### config.mk
export PLATFORM = sky130hd
export DESIGN_NAME = sample_delay_pipe
export DESIGN_NICKNAME = d
export VERILOG_FILES = /design/src/rtl/sample_delay_pipe.sv
export SDC_FILE = /design/constraint.sdc
export NUM_CORES = 1
export LEC_CHECK = 0
export BUFFER_PORTS_ARGS = -buffer_cell sky130_fd_sc_hd__buf_2
export CORE_MARGIN = 2
export CORE_UTILIZATION = 50
export CTS_CLUSTER_SIZE = 16
export DETAILED_ROUTE_END_ITERATION = 10
export GPL_TIMING_DRIVEN = 0
export PLACE_DENSITY = 0.69
export REMOVE_ABC_BUFFERS = 1
export SYNTH_ARGS = -nofsm -noshare
export SYNTH_HDL_FRONTEND = slang
export SYNTH_SLANG_ARGS = --single-unit
export TNS_END_PERCENT = 20
### constraint.sdc
create_clock -name clk -period 4.8 [get_ports clk]
set_input_delay 0.24 -clock clk [delete_from_list [all_inputs] [get_ports clk]]
set_output_delay 0.24 -clock clk [all_outputs]
set_load 0.02 [all_outputs]
### src/rtl/sample_delay_pipe.sv
// sample_delay_pipe: elastic DEPTH-stage pipeline register for signed WIDTH-bit samples.
// Each stage keeps its own valid bit. Empty stages absorb their predecessor even while
// the output is stalled. The pipe supports a synchronous flush and keeps an occupancy
// count of the valid stages.
// Optional feature: define SAMPLE_DELAY_PIPE_DROP_EN to add drop_cnt. This is a
// saturating 8-bit count of cycles in which upstream offered a sample that was refused.
module sample_delay_pipe #(
  parameter int unsigned WIDTH = 12,
  parameter int unsigned DEPTH = 4
) (
  input  logic                              clk,
  input  logic                              rst_n,
  input  logic                              in_valid,
  output logic                              in_ready,
  input  logic signed [WIDTH-1:0]           in_data,
  output logic                              out_valid,
  input  logic                              out_ready,
  output logic signed [WIDTH-1:0]           out_data,
  input  logic                              flush,
  output logic [$clog2(DEPTH+1)-1:0]        occupancy
`ifdef SAMPLE_DELAY_PIPE_DROP_EN
  ,
  output logic [7:0]                        drop_cnt
`endif
);

  localparam int unsigned OccW = $clog2(DEPTH + 1);

  logic [DEPTH-1:0]        valid_q, valid_d;
  logic signed [WIDTH-1:0] data_q   [DEPTH];
  logic signed [WIDTH-1:0] data_d   [DEPTH];
  logic signed [WIDTH-1:0] up_data  [DEPTH];
  logic [DEPTH-1:0]        up_valid;
  logic [DEPTH-1:0]        rdy;
  logic                    rdy_chain;
  logic [OccW-1:0]         occ_q, occ_d;
  logic                    in_xfer, out_xfer;

  // Ready ripples back from the output. A stage can load if it is empty or its
  // successor can load.
  always_comb begin
    rdy       = '0;
    rdy_chain = out_ready && !flush;
    for (int i = int'(DEPTH) - 1; i >= 0; i--) begin
      rdy_chain = !valid_q[i] || rdy_chain;
      rdy[i]    = rdy_chain;
    end
  end

  // The upstream of stage 0 is the input port. Every other stage's upstream is its predecessor.
  always_comb begin
    up_valid[0] = in_valid;
    up_data[0]  = in_data;
    for (int i = 1; i < int'(DEPTH); i++) begin
      up_valid[i] = valid_q[i-1];
      up_data[i]  = data_q[i-1];
    end
  end

  assign in_ready  = rdy[0] && !flush;
  assign out_valid = valid_q[DEPTH-1] && !flush;
  assign out_data  = data_q[DEPTH-1];
  assign occupancy = occ_q;
  assign in_xfer   = in_valid && in_ready;
  assign out_xfer  = out_valid && out_ready;

  // Stage next-state. Data only moves when a valid sample arrives, so bubbles keep old data.
  always_comb begin
    valid_d = valid_q;
    data_d  = data_q;
    if (flush) begin
      valid_d = '0;
    end else begin
      for (int i = 0; i < int'(DEPTH); i++) begin
        if (rdy[i]) begin
          valid_d[i] = up_valid[i];
          if (up_valid[i]) data_d[i] = up_data[i];
        end
      end
    end
  end

  // Occupancy tracks net transfers. A simultaneous accept and emit leaves it unchanged.
  always_comb begin
    occ_d = occ_q;
    if (flush) begin
      occ_d = '0;
    end else if (in_xfer && !out_xfer) begin
      occ_d = occ_q + OccW'(1);
    end else if (out_xfer && !in_xfer) begin
      occ_d = occ_q - OccW'(1);
    end
  end

  // Pipeline state with synchronous active-low reset that overrides flush.
  always_ff @(posedge clk) begin
    if (!rst_n) begin
      valid_q <= '0;
      occ_q   <= '0;
      for (int i = 0; i < int'(DEPTH); i++) data_q[i] <= '0;
    end else begin
      valid_q <= valid_d;
      occ_q   <= occ_d;
      for (int i = 0; i < int'(DEPTH); i++) data_q[i] <= data_d[i];
    end
  end

`ifdef SAMPLE_DELAY_PIPE_DROP_EN
  logic [7:0] drop_q, drop_d;

  // Count refused offers. Flush cycles count too. The count saturates at 255.
  always_comb begin
    drop_d = drop_q;
    if (in_valid && !in_ready && (drop_q != 8'hFF)) drop_d = drop_q + 8'd1;
  end

  // Drop counter register. Only reset clears it.
  always_ff @(posedge clk) begin
    if (!rst_n) drop_q <= 8'd0;
    else        drop_q <= drop_d;
  end

  assign drop_cnt = drop_q;
`endif

endmodule

## After elaboration in Yosys (flattened, before gate mapping)

Cells that the tools add are included.

| storage, ports and cells | value |
|---|---|
| flip-flop bits (word level) | 55 |
| input bits | 17 |
| output and inout bits | 17 |
| logic and storage cells | 39 |

| cells by class | value |
|---|---|
| add/sub/neg operators | 2 |
| multiplexer cells | 2 |
| bitwise gates (word level) | 2 |
| reductions and logical operators | 24 |

Operator list:

| cell | count |
|---|---|
| 3-bit AND reduction | 4 |
| 1-bit logical AND | 7 |
| 1-bit zero test | 7 |
| 3-bit 2-to-1 mux | 2 |
| 1-bit logical OR | 4 |
| 3-bit by 1-bit adder with 3-bit output (second input constant) | 1 |
| 3-bit by 1-bit subtractor with 3-bit output (second input constant) | 1 |
| 1-bit inverter | 2 |
| 2-bit nonzero test | 1 |
| 2-bit OR reduction | 1 |

## Longest topological paths before layout

Gate-level depths: netlist of the first run.

| logic depth | value |
|---|---|
| depth after elaboration | 12 |
| depth in mapped cells | 10 |
| depth with buffers taken out | 8 |

## Least setup slack after synthesis of the first run

Ideal clock, no wire load.

| timing | value |
|---|---|
| path kind | register to register |
| from | reg valid_q[3] |
| to | reg occ_q[2], in the netlist occupancy[2] |
| setup time | 0.071 ns |
| data arrival time | 2.397 ns |
| data required time | 4.729 ns |
| setup slack | 2.332 ns |
| stages on the path, launching flop included | 11 |
| buffers on the path | 2 |
| clock period less this slack | 2.468 ns |
| path through | dfxtp_1 -> and3b_1 -> buf_6 -> a311oi_4 -> buf_8 -> ha_1 -> inv_1 -> fa_1 -> xor2_1 -> or3_1 -> a21oi_1 |

| on the way | value |
|---|---|
| word-level cells in the longest chain between the ends | 10 |
| elaborated cells on any way between the ends | 15 |
| classes of those cells | mux: 1; reduce/logical: 14 |

RTL lines:

| element | line | source |
|---|---|---|
| start, declared | 29 | `logic [DEPTH-1:0] valid_q, valid_d;` |
| start signal, assigned | 102 | `valid_q <= valid_d;` |
| 1-bit zero test | 45 | `rdy_chain = !valid_q[i] \|\| rdy_chain;` |
| 1-bit logical OR (4 in a row) | 45 |  |
| 1-bit logical AND | 60 | `assign in_ready = rdy[0] && !flush;` |
| 1-bit logical AND | 64 | `assign in_xfer = in_valid && in_ready;` |
| 1-bit zero test | 90 | `end else if (out_xfer && !in_xfer) begin` |
| 1-bit logical AND | 90 |  |
| 2-bit nonzero test (no source line) | - |  |
| end signal, assigned | 99 | `occ_q <= '0;` |
| end signal, assigned | 103 | `occ_q <= occ_d;` |
| end, declared | 36 | `logic [OccW-1:0] occ_q, occ_d;` |

Several ways; a longest one is shown, not always the timed one.
A chain may end at the register's enable or synchronous reset.

## Final worst setup path of the first run

Same ends and word-level chain as after synthesis.

==> results of run 1 <==
## flip-flops by register name, indices dropped and copies added, names as in the netlist
name	cells
occupancy	3
valid_q	4
out_data	12
data_q	36
## synth_stat cells
| master | n | share of area [%] |
|---|---|---|
| a21boi_0 | 14 | 4.4 |
| a21boi_1 | 22 | 6.9 |
| a21oi_1 | 3 | 0.62 |
| a311oi_4 | 1 | 1.1 |
| a31oi_1 | 1 | 0.26 |
| and2b_1 | 1 | 0.31 |
| and3_1 | 1 | 0.26 |
| and3b_1 | 1 | 0.36 |
| and4b_1 | 1 | 0.42 |
| buf_4 | 12 | 3.7 |
| buf_6 | 1 | 0.47 |
| buf_8 | 1 | 0.62 |
| clkbuf_1 | 21 | 3.3 |
| dfxtp_1 | 55 | 46 |
| fa_1 | 1 | 0.83 |
| ha_1 | 1 | 0.52 |
| inv_1 | 2 | 0.31 |
| mux2i_1 | 13 | 5.4 |
| nand2_1 | 25 | 3.9 |
| nand2b_1 | 5 | 1.3 |
| nand3_1 | 37 | 7.7 |
| nand3b_1 | 1 | 0.31 |
| nand4b_1 | 1 | 0.36 |
| nor2_1 | 7 | 1.1 |
| nor2b_1 | 4 | 1.0 |
| o21ai_0 | 37 | 7.7 |
| or2b_1 | 1 | 0.31 |
| or3_1 | 1 | 0.26 |
| xor2_1 | 2 | 0.73 |
## layout make-up
type / count / area share (%)
Clock buffer: 6 / 2.86
Tap cell: 54 / 2.67
Sequential cell: 55 / 43.5
Multi-Input combinational cell: 181 / 43.7
Inverter: 2 / 0.296
Timing Repair Buffer: 33 / 6.52
Clock inverter: 2 / 0.494
## where the power goes
part	internal (mW)	leakage, nW	switching, mW
Combinational	0.0210	0.456	0.0240
Sequential	0.463	0.445	0.00481
Clock	0.102	0.0412	0.142
## worst max-delay path, stage by stage (launching register included)
cell and delay (ps):
dfxtp_1 390, and3b_1 380, a311oi_4 900, ha_1 310, inv_1 60, fa_1 380, xor2_1 150, or3_1 300
a21oi_1 130
## cell families after synthesis
kind of cell	synth area share (%)
AND/OR/NAND/NOR	17.6
AO/OA/AOI/OAI	20.9
flip-flops	45.7
buffers and inverters	8.41
multiplexers	5.40
XOR/XNOR	0.727
adder cells (fa/ha/maj)	1.35
## worst paths after layout
kind                                   from      endpoint  slack, ps
worst max-delay path             valid_q[3]  occupancy[2]       1710
worst min-delay path            in_data[11]    data_q[47]        170
worst max register to register   valid_q[3]  occupancy[2]       1710
worst min register to register   data_q[40]    data_q[40]        460
## layout by cell type (no fill, tap or decap), drive strengths merged
master / synthesis / routed
a311oi: 1 / 1
clkinv: 0 / 1
inv: 2 / 2
o21ai: 37 / 37
a21boi: 36 / 36
a31oi: 1 / 1
mux2i: 13 / 13
and4b: 1 / 1
nand3b: 1 / 1
or3: 1 / 1
and3: 1 / 1
and2b: 1 / 1
nor2b: 4 / 4
ha: 1 / 1
or2b: 1 / 1
nand4b: 1 / 1
and3b: 1 / 1
nand3: 37 / 37
clkinvlp: 0 / 1
dfxtp: 55 / 55
nand2b: 5 / 5
nor2: 7 / 7
nand2: 25 / 25
buf: 14 / 33
fa: 1 / 1
clkbuf: 21 / 6
xor2: 2 / 2
a21oi: 3 / 3
## layer usage
metal	up-vias	GRT usage, %	routed length (µm)
met2	35	23.4	1690
li1	941	-	-
met1	741	22.8	2070
met4	0	5.45	63
met5	-	0	0
met3	6	4.53	157
## metrics by stage
stage          util (%)  hold WS [ps]  std cells
2_1_floorplan         -           382        238
3_3_place_gp       52.2           444        325
3_5_place_dp       52.2           446        325
4_1_cts            54.0           164        333
5_1_grt            54.0           152        333
6_report           54.0           169        333
==> results.toml, run 1 <==
[floorplanning]
die_h_um = 73.4
core.rowCount = 25
die_x_um = 73.4
io_pins = 34
core_area_um2 = 4690
dieArea_um2 = 5390
initial_utilization_pct = 51.4

[place]
post-dp-hpwl_um = 2680
dpl_cell_area_um2 = 2450
place_ws_ps = 1700
port-buffer-count = 33
place_congestion = 0.699

[setup_path]
arrival_ps = 3320
startpoint_type = "flip-flop"
critPathRequiredTime_ps = 5030
path_class = "reg2reg"
r2r_cells = 8
crit_path_end_kind = "flip-flop"
worst-path-max-fanout = 15

[detailed_routing]
routed_wl_um = 3980
firstDrtPassIters = 4
viasPerCell = 5.17
wl_per_cell_um = 11.9
drtIter0Drc = 105
detail-route-antenna-nets = 0
drc = 0
via_count = 1723

[power]
irDropWorstVdd_mv = 0.124
p_leak_nw = 0.942
power_per_cell_area_nw_per_um2 = 299
report.power.total_mw = 0.757

[grt]
grt_max_degree = 62
grt_usage_pct = 16.1
grt-ovfl-total = 0
antenna_found_initial = 0
grt_pass1_vias = 1448
grt_pass1_wl_um = 6800

[synth]
yosys_warnings = 0
synth_cells = 273
synth_area_um2 = 2410
avgSynthCellArea_um2 = 8.83
synth_seq_cells = 55
synth_cell_types = 29
ys_seq_area_share_pct = 45.7

[cells_and_area]
multi_input_area_um2 = 1110
fill_cells = 475
n_antenna_cell = 0
nets = 297
area_growth_pct = 5.09
ff_latch_area_um2 = 1100
layout-drive-gt1-share_pct = 14.7
design_area_um2 = 2530

[sta]
drv_slew = 0
relSlewSlack_pct = 37.7
hold_viol_final = 0
finalSetupTns_ps = 0
max_freq_mhz = 324
timing.final.ws_setup_ps = 1710
timing.final.crit_share_pct = 64.3
setup_violations = 0
min_period_ps = 3090
skew_ps = 5.59
rsz0062_at_grt = "false"
worst_pin_slew_ps = 934

[min_path]
holdPathStages = 3
hold_class = "in2reg"

[clocking]
holdBufCountCts = 0
worstSkewPairLatency_ps = 300
root_buffer = "clkbuf_8"
cts_resized = 0
postCtsSetupRepairBufs = 0
numCtsBuffers = 5
htreeDepth = 2
clockBufferDepth = 2
clock-sinks = 55
clk_pin_slew_worst_paths_ps = 90
tritoncts = "built"

[run]
max-cap-violations = 0

[run_status]
outcome = "completed"
Power figures use the tool's default switching activity.
==> inputs of run 2 (changes only) <==
--- a/config.mk
+++ b/config.mk
@@ -11,7 +11,7 @@
 export CTS_CLUSTER_SIZE = 16
 export DETAILED_ROUTE_END_ITERATION = 10
 export GPL_TIMING_DRIVEN = 0
-export PLACE_DENSITY = 0.69
+export PLACE_DENSITY = 0.72
 export REMOVE_ABC_BUFFERS = 1
 export SYNTH_ARGS = -nofsm -noshare
 export SYNTH_HDL_FRONTEND = slang
==> constraint.sdc (replaced) <==
create_clock -name clk -period 2.6 [get_ports clk]
set_input_delay 0.13 -clock clk [delete_from_list [all_inputs] [get_ports clk]]
set_output_delay 0.13 -clock clk [all_outputs]
set_load 0.02 [all_outputs]
==> results.toml, run 2 (synthesis results as in run 1) <==
[run_status]
outcome = "completed"

[place]
port-buffer-count = 33
place_congestion = 0.693
post-dp-hpwl_um = 2770
dpl.cell_count = 325

[power]
p_leak_nw = 0.971
p_switching_mw = 0.319
clockPowerShare_pct = 40.7
power_per_cell_area_nw_per_um2 = 617
report.power.total_mw = 1.60
p_int_mw = 1.28
p_comb_share_pct = 5.3
swShare_pct = 20.0
seqPwrFrac_pct = 54.1
irDropWorstVdd_mv = 0.357

[detailed_routing]
viasPerCell = 5.25
drc = 0
via_count = 1754
detail-route-antenna-nets = 0
firstDrtPassIters = 4
routed_wl_um = 4140
drtIter0Drc = 98
wl_per_cell_um = 12.4

[setup_path]
critPathRequiredTime_ps = 2840
rr_endpoint = "occupancy[2]"
crit_path_end_kind = "flip-flop"
worst-path-max-fanout = 15
path_class = "reg2reg"
startpoint_type = "flip-flop"
r2r_slack_ps = 180
r2r_cells = 8
arrival_ps = 2650
r2r-start = "valid_q[3]"

[sta]
finalSetupTns_ps = 0
hold_viol_final = 0
max_freq_mhz = 413
min_period_ps = 2420
worst_pin_slew_ps = 889
rsz0062_at_grt = "false"
drv_slew = 0
timing.final.crit_share_pct = 93.0
skew_ps = 5.49
relSlewSlack_pct = 40.7
setup_violations = 0
hold-worst-slack_ps = 59.3

[grt]
grt-ovfl-total = 0
antenna_found_initial = 0
grt_max_degree = 62
grt_pass1_wl_um = 7130
grt_usage_pct = 16.7
grt_pass1_vias = 1497

[floorplanning]
core_area_um2 = 4690
die_h_um = 73.4
initial_utilization_pct = 51.4
core.rowCount = 25
dieArea_um2 = 5390
io_pins = 34
die_x_um = 73.4

[cells_and_area]
area_growth_pct = 7.37
layout-drive-gt1-share_pct = 15.0
nets = 298
regMostFlops = "data_q"
fin_cells = 334
final_common_cell = "dfxtp_1"
largest_reg_flops = 36
n_antenna_cell = 0
final_cell_mix = "dfxtp_1, nand3_1, o21ai_0"

[min_path]
holdPathStages = 3
min_from = "in_data[11]"
hold_class = "in2reg"
hold_end = "data_q[47]"

[clocking]
clock-sinks = 55
clk_pin_slew_worst_paths_ps = 90
worstSkewPairLatency_ps = 300
clockBufferDepth = 2
numCtsBuffers = 5
htreeDepth = 2
root_buffer = "clkbuf_8"
tritoncts = "built"

[run]
max-cap-violations = 0
run 2: changes by cell type in the layout (fill, tap and decap cells not counted), sizes merged:
cell	previous run	this run
buf	33	34
bufinv	0	2
clkinv	1	0
clkinvlp	1	0
run 2: layout make-up:
type / count / area (µm²)
clock buffers: 6 / 72.6
clock inverters: 2 / 60.1
fillers: 473 / 2100
inverters: 2 / 7.51
multi-input cells: 181 / 1110
flip-flops and latches: 55 / 1100
well taps: 54 / 67.6
repair buffers: 34 / 173
run 2: how the worst max path moves through the flow:
stage,from,to,cells after the start
2_1_floorplan,valid_q[3],occupancy[2],8
3_3_place_gp,valid_q[3],occupancy[2],8
3_5_place_dp,valid_q[3],occupancy[2],8
4_1_cts,valid_q[3],occupancy[2],8
5_1_grt,valid_q[3],occupancy[2],8
6_report,valid_q[3],occupancy[2],8
run 2: power groups by stage:
stage | clock, mW | combinational [mW] | sequential (mW)
6_report | 0.650 | 0.0843 | 0.864
5_1_grt | 0.698 | 0.0939 | 0.867
4_1_cts | 0.668 | 0.0854 | 0.864
3_5_place_dp | 0 | 0.0843 | 0.884
3_3_place_gp | 0 | 0.0824 | 0.883
2_1_floorplan | 0 | 0.0467 | 0.884
run 2: routing by layer:
layer | global-route usage, % | up-vias | routed length (µm) | share of wire, %
li1 | - | 941 | - | -
met1 | 24.5 | 783 | 2130 | 51
met2 | 23.9 | 26 | 1830 | 44
met3 | 4.12 | 4 | 124 | 3.0
met4 | 5.45 | 0 | 54 | 1.3
met5 | 0 | - | 0 | 0
run 2: timing repair:
item                                   CTS  global route
gates resized for setup                  0             0
buffers inserted                         1             0
setup endpoints to repair                2             0
hold buffers                             0             0
endpoints found under the hold margin    0             0
run 2: per-stage QoR:
step | utilization, % | setup WS, ps | instance area [µm²]
global placement | 52.2 | -481 | 2450
detailed placement | 52.2 | -525 | 2450
finish | 55.2 | 181 | 2590
CTS | 55.2 | 152 | 2590
global route | 55.2 | 48.0 | 2590
floorplan | - | -117 | 2220
run 2: worst max-delay path: stages, from the launching register on:
cell	delay, ps
dfxtp_1	380
and3b_1	380
a311oi_4	290
ha_1	240
inv_1	70
fa_1	380
xor2_1	150
or3_1	310
a21oi_1	140
==> inputs of run 3 (changes only) <==
--- a/config.mk
+++ b/config.mk
@@ -7,11 +7,11 @@
 export LEC_CHECK = 0
 export BUFFER_PORTS_ARGS = -buffer_cell sky130_fd_sc_hd__buf_2
 export CORE_MARGIN = 2
-export CORE_UTILIZATION = 50
+export CORE_UTILIZATION = 51
 export CTS_CLUSTER_SIZE = 16
 export DETAILED_ROUTE_END_ITERATION = 10
 export GPL_TIMING_DRIVEN = 0
-export PLACE_DENSITY = 0.72
+export PLACE_DENSITY = 0.73
 export REMOVE_ABC_BUFFERS = 1
 export SYNTH_ARGS = -nofsm -noshare
 export SYNTH_HDL_FRONTEND = slang
==> results.toml, run 3 (synthesis results as in run 1) <==
[run_status]
outcome = "completed"

[floorplanning]
die_h_um = 72.8
dieArea_um2 = 5290
core.rowCount = 25
die_x_um = 72.8
core_area_um2 = 4630
initial_utilization_pct = 52.1
io_pins = 34

[sta]
drv_slew = 0
rsz0062_at_grt = "false"
hold-worst-slack_ps = 56.8
min_period_ps = 2390
setup_violations = 0
skew_ps = 8.00
hold_viol_final = 0
worst_pin_slew_ps = 899
max_freq_mhz = 418
relSlewSlack_pct = 40.1
timing.final.crit_share_pct = 91.9

[grt]
grt-ovfl-total = 0
use_met2_pct = 25.9
grt.met1_usage_pct = 23.3
grtUsageMet3_pct = 4.14
gr-max-usage-layer = "met2"
grt_max_degree = 62
antenna_found_initial = 0
grt_usage_pct = 16.9
grt_pass1_wl_um = 7220
grt_pass1_vias = 1556

[detailed_routing]
detail-route-antenna-nets = 0
drtIter0Drc = 132
drc = 0
routed_wl_um = 4100
via_count = 1755
wl_per_cell_um = 12.3
viasPerCell = 5.25
firstDrtPassIters = 5

[run]
max-cap-violations = 0

[setup_path]
critPathTopFamily = "simple AND/OR/NAND/NOR gates"
rr_endpoint = "occupancy[2]"
worst-path-max-fanout = 15
crit_buf_inv = 1
slowest_stage = "dfxtp_1"
path_class = "reg2reg"
cp-startpoint = "valid_q[3]"
arrival_ps = 2630
crit_path_end_kind = "flip-flop"
startpoint_type = "flip-flop"
critPathCapture = "occupancy[2]"
worst-path-stages = 8
r2r-start = "valid_q[3]"
r2r_slack_ps = 210
critPathRequiredTime_ps = 2840
slowest_delay_ps = 380
r2r_cells = 8
path_cells = "and3b_1, a311oi_4, ha_1, inv_1, fa_1, xor2_1, or3_1, a21oi_1"

[cells_and_area]
largest_reg_flops = 36
final_cell_mix = "dfxtp_1, nand3_1, o21ai_0"
design_area_um2 = 2540
ff_latch_area_um2 = 1100
multi_input_area_um2 = 1110
final_common_cell = "dfxtp_1"
layout-drive-gt1-share_pct = 15.0
area_growth_pct = 5.40
fill_cells = 462
n_antenna_cell = 0
nets = 298
regMostFlops = "data_q"

[power]
irDropWorstVdd_mv = 0.252
report.power.total_mw = 1.40
p_leak_nw = 0.947
power_per_cell_area_nw_per_um2 = 551

[clocking]
holdBufCountCts = 0
root_buffer = "clkbuf_8"
clock-sinks = 55
postCtsSetupRepairBufs = 1
numCtsBuffers = 5
clk_pin_slew_worst_paths_ps = 90
tritoncts = "built"
cts_resized = 0
clockBufferDepth = 2
worstSkewPairLatency_ps = 310
htreeDepth = 2

[min_path]
hold_class = "in2reg"

[place]
place_congestion = 0.678
post-dp-hpwl_um = 2670
port-buffer-count = 33
dpl_cell_area_um2 = 2450
==> run 3: metrics by stage <==
step | setup TNS, ps | std cells | utilization (%) | setup WS, ps
5_1_grt | 0 | 334 | 54.9 | 45.3
2_1_floorplan | -117 | 238 | - | -117
3_5_place_dp | -636 | 325 | 52.9 | -455
3_3_place_gp | -651 | 325 | 52.9 | -472
4_1_cts | 0 | 334 | 54.9 | 220
6_report | 0 | 334 | 54.9 | 209
==> run 3: report_power, final <==
part	internal, mW	switching [mW]	leakage [nW]
Sequential	0.855	0.00904	0.445
Combinational	0.0394	0.0447	0.461
Clock	0.189	0.263	0.0412
==> run 3: layer usage <==
metal | part of all wire [%] | routed length [µm] | up-vias
met5 | 0 | 0 | -
met2 | 44 | 1800 | 30
met1 | 51 | 2080 | 783
met3 | 3.4 | 141 | 7
met4 | 1.8 | 72 | 0
li1 | - | - | 935
==> run 3: worst register-to-register path: cells and delay by family, from the launching register on <==
kind	cells	cell delay, ps
AOI/OAI and AO/OA	2	440
buffers and inverters	1	60
xor gates and xnor gates	1	150
and+or+nand+nor	2	680
DFF	1	380
adders and majority gates	2	610
==> run 3: how the worst min path moves through the flow <==
stage	endpoint	slack [ps]	start	depth (start not counted)
2_1_floorplan	data_q[36]	270	in_data[0]	2
3_3_place_gp	data_q[39]	380	in_data[3]	3
3_5_place_dp	data_q[40]	380	in_data[4]	3
4_1_cts	data_q[40]	50	in_data[4]	3
5_1_grt	data_q[42]	50	in_data[6]	3
6_report	data_q[45]	60	in_data[9]	3
==> run 3: cell type report <==
cell class              count  share of cell area (%)
multi-input cells         181                    43.6
flip-flops and latches     55                    43.3
repair buffers             34                    6.79
clock buffers               6                    2.86
well taps                  54                    2.66
clock inverters             2                   0.492
inverters                   2                   0.295
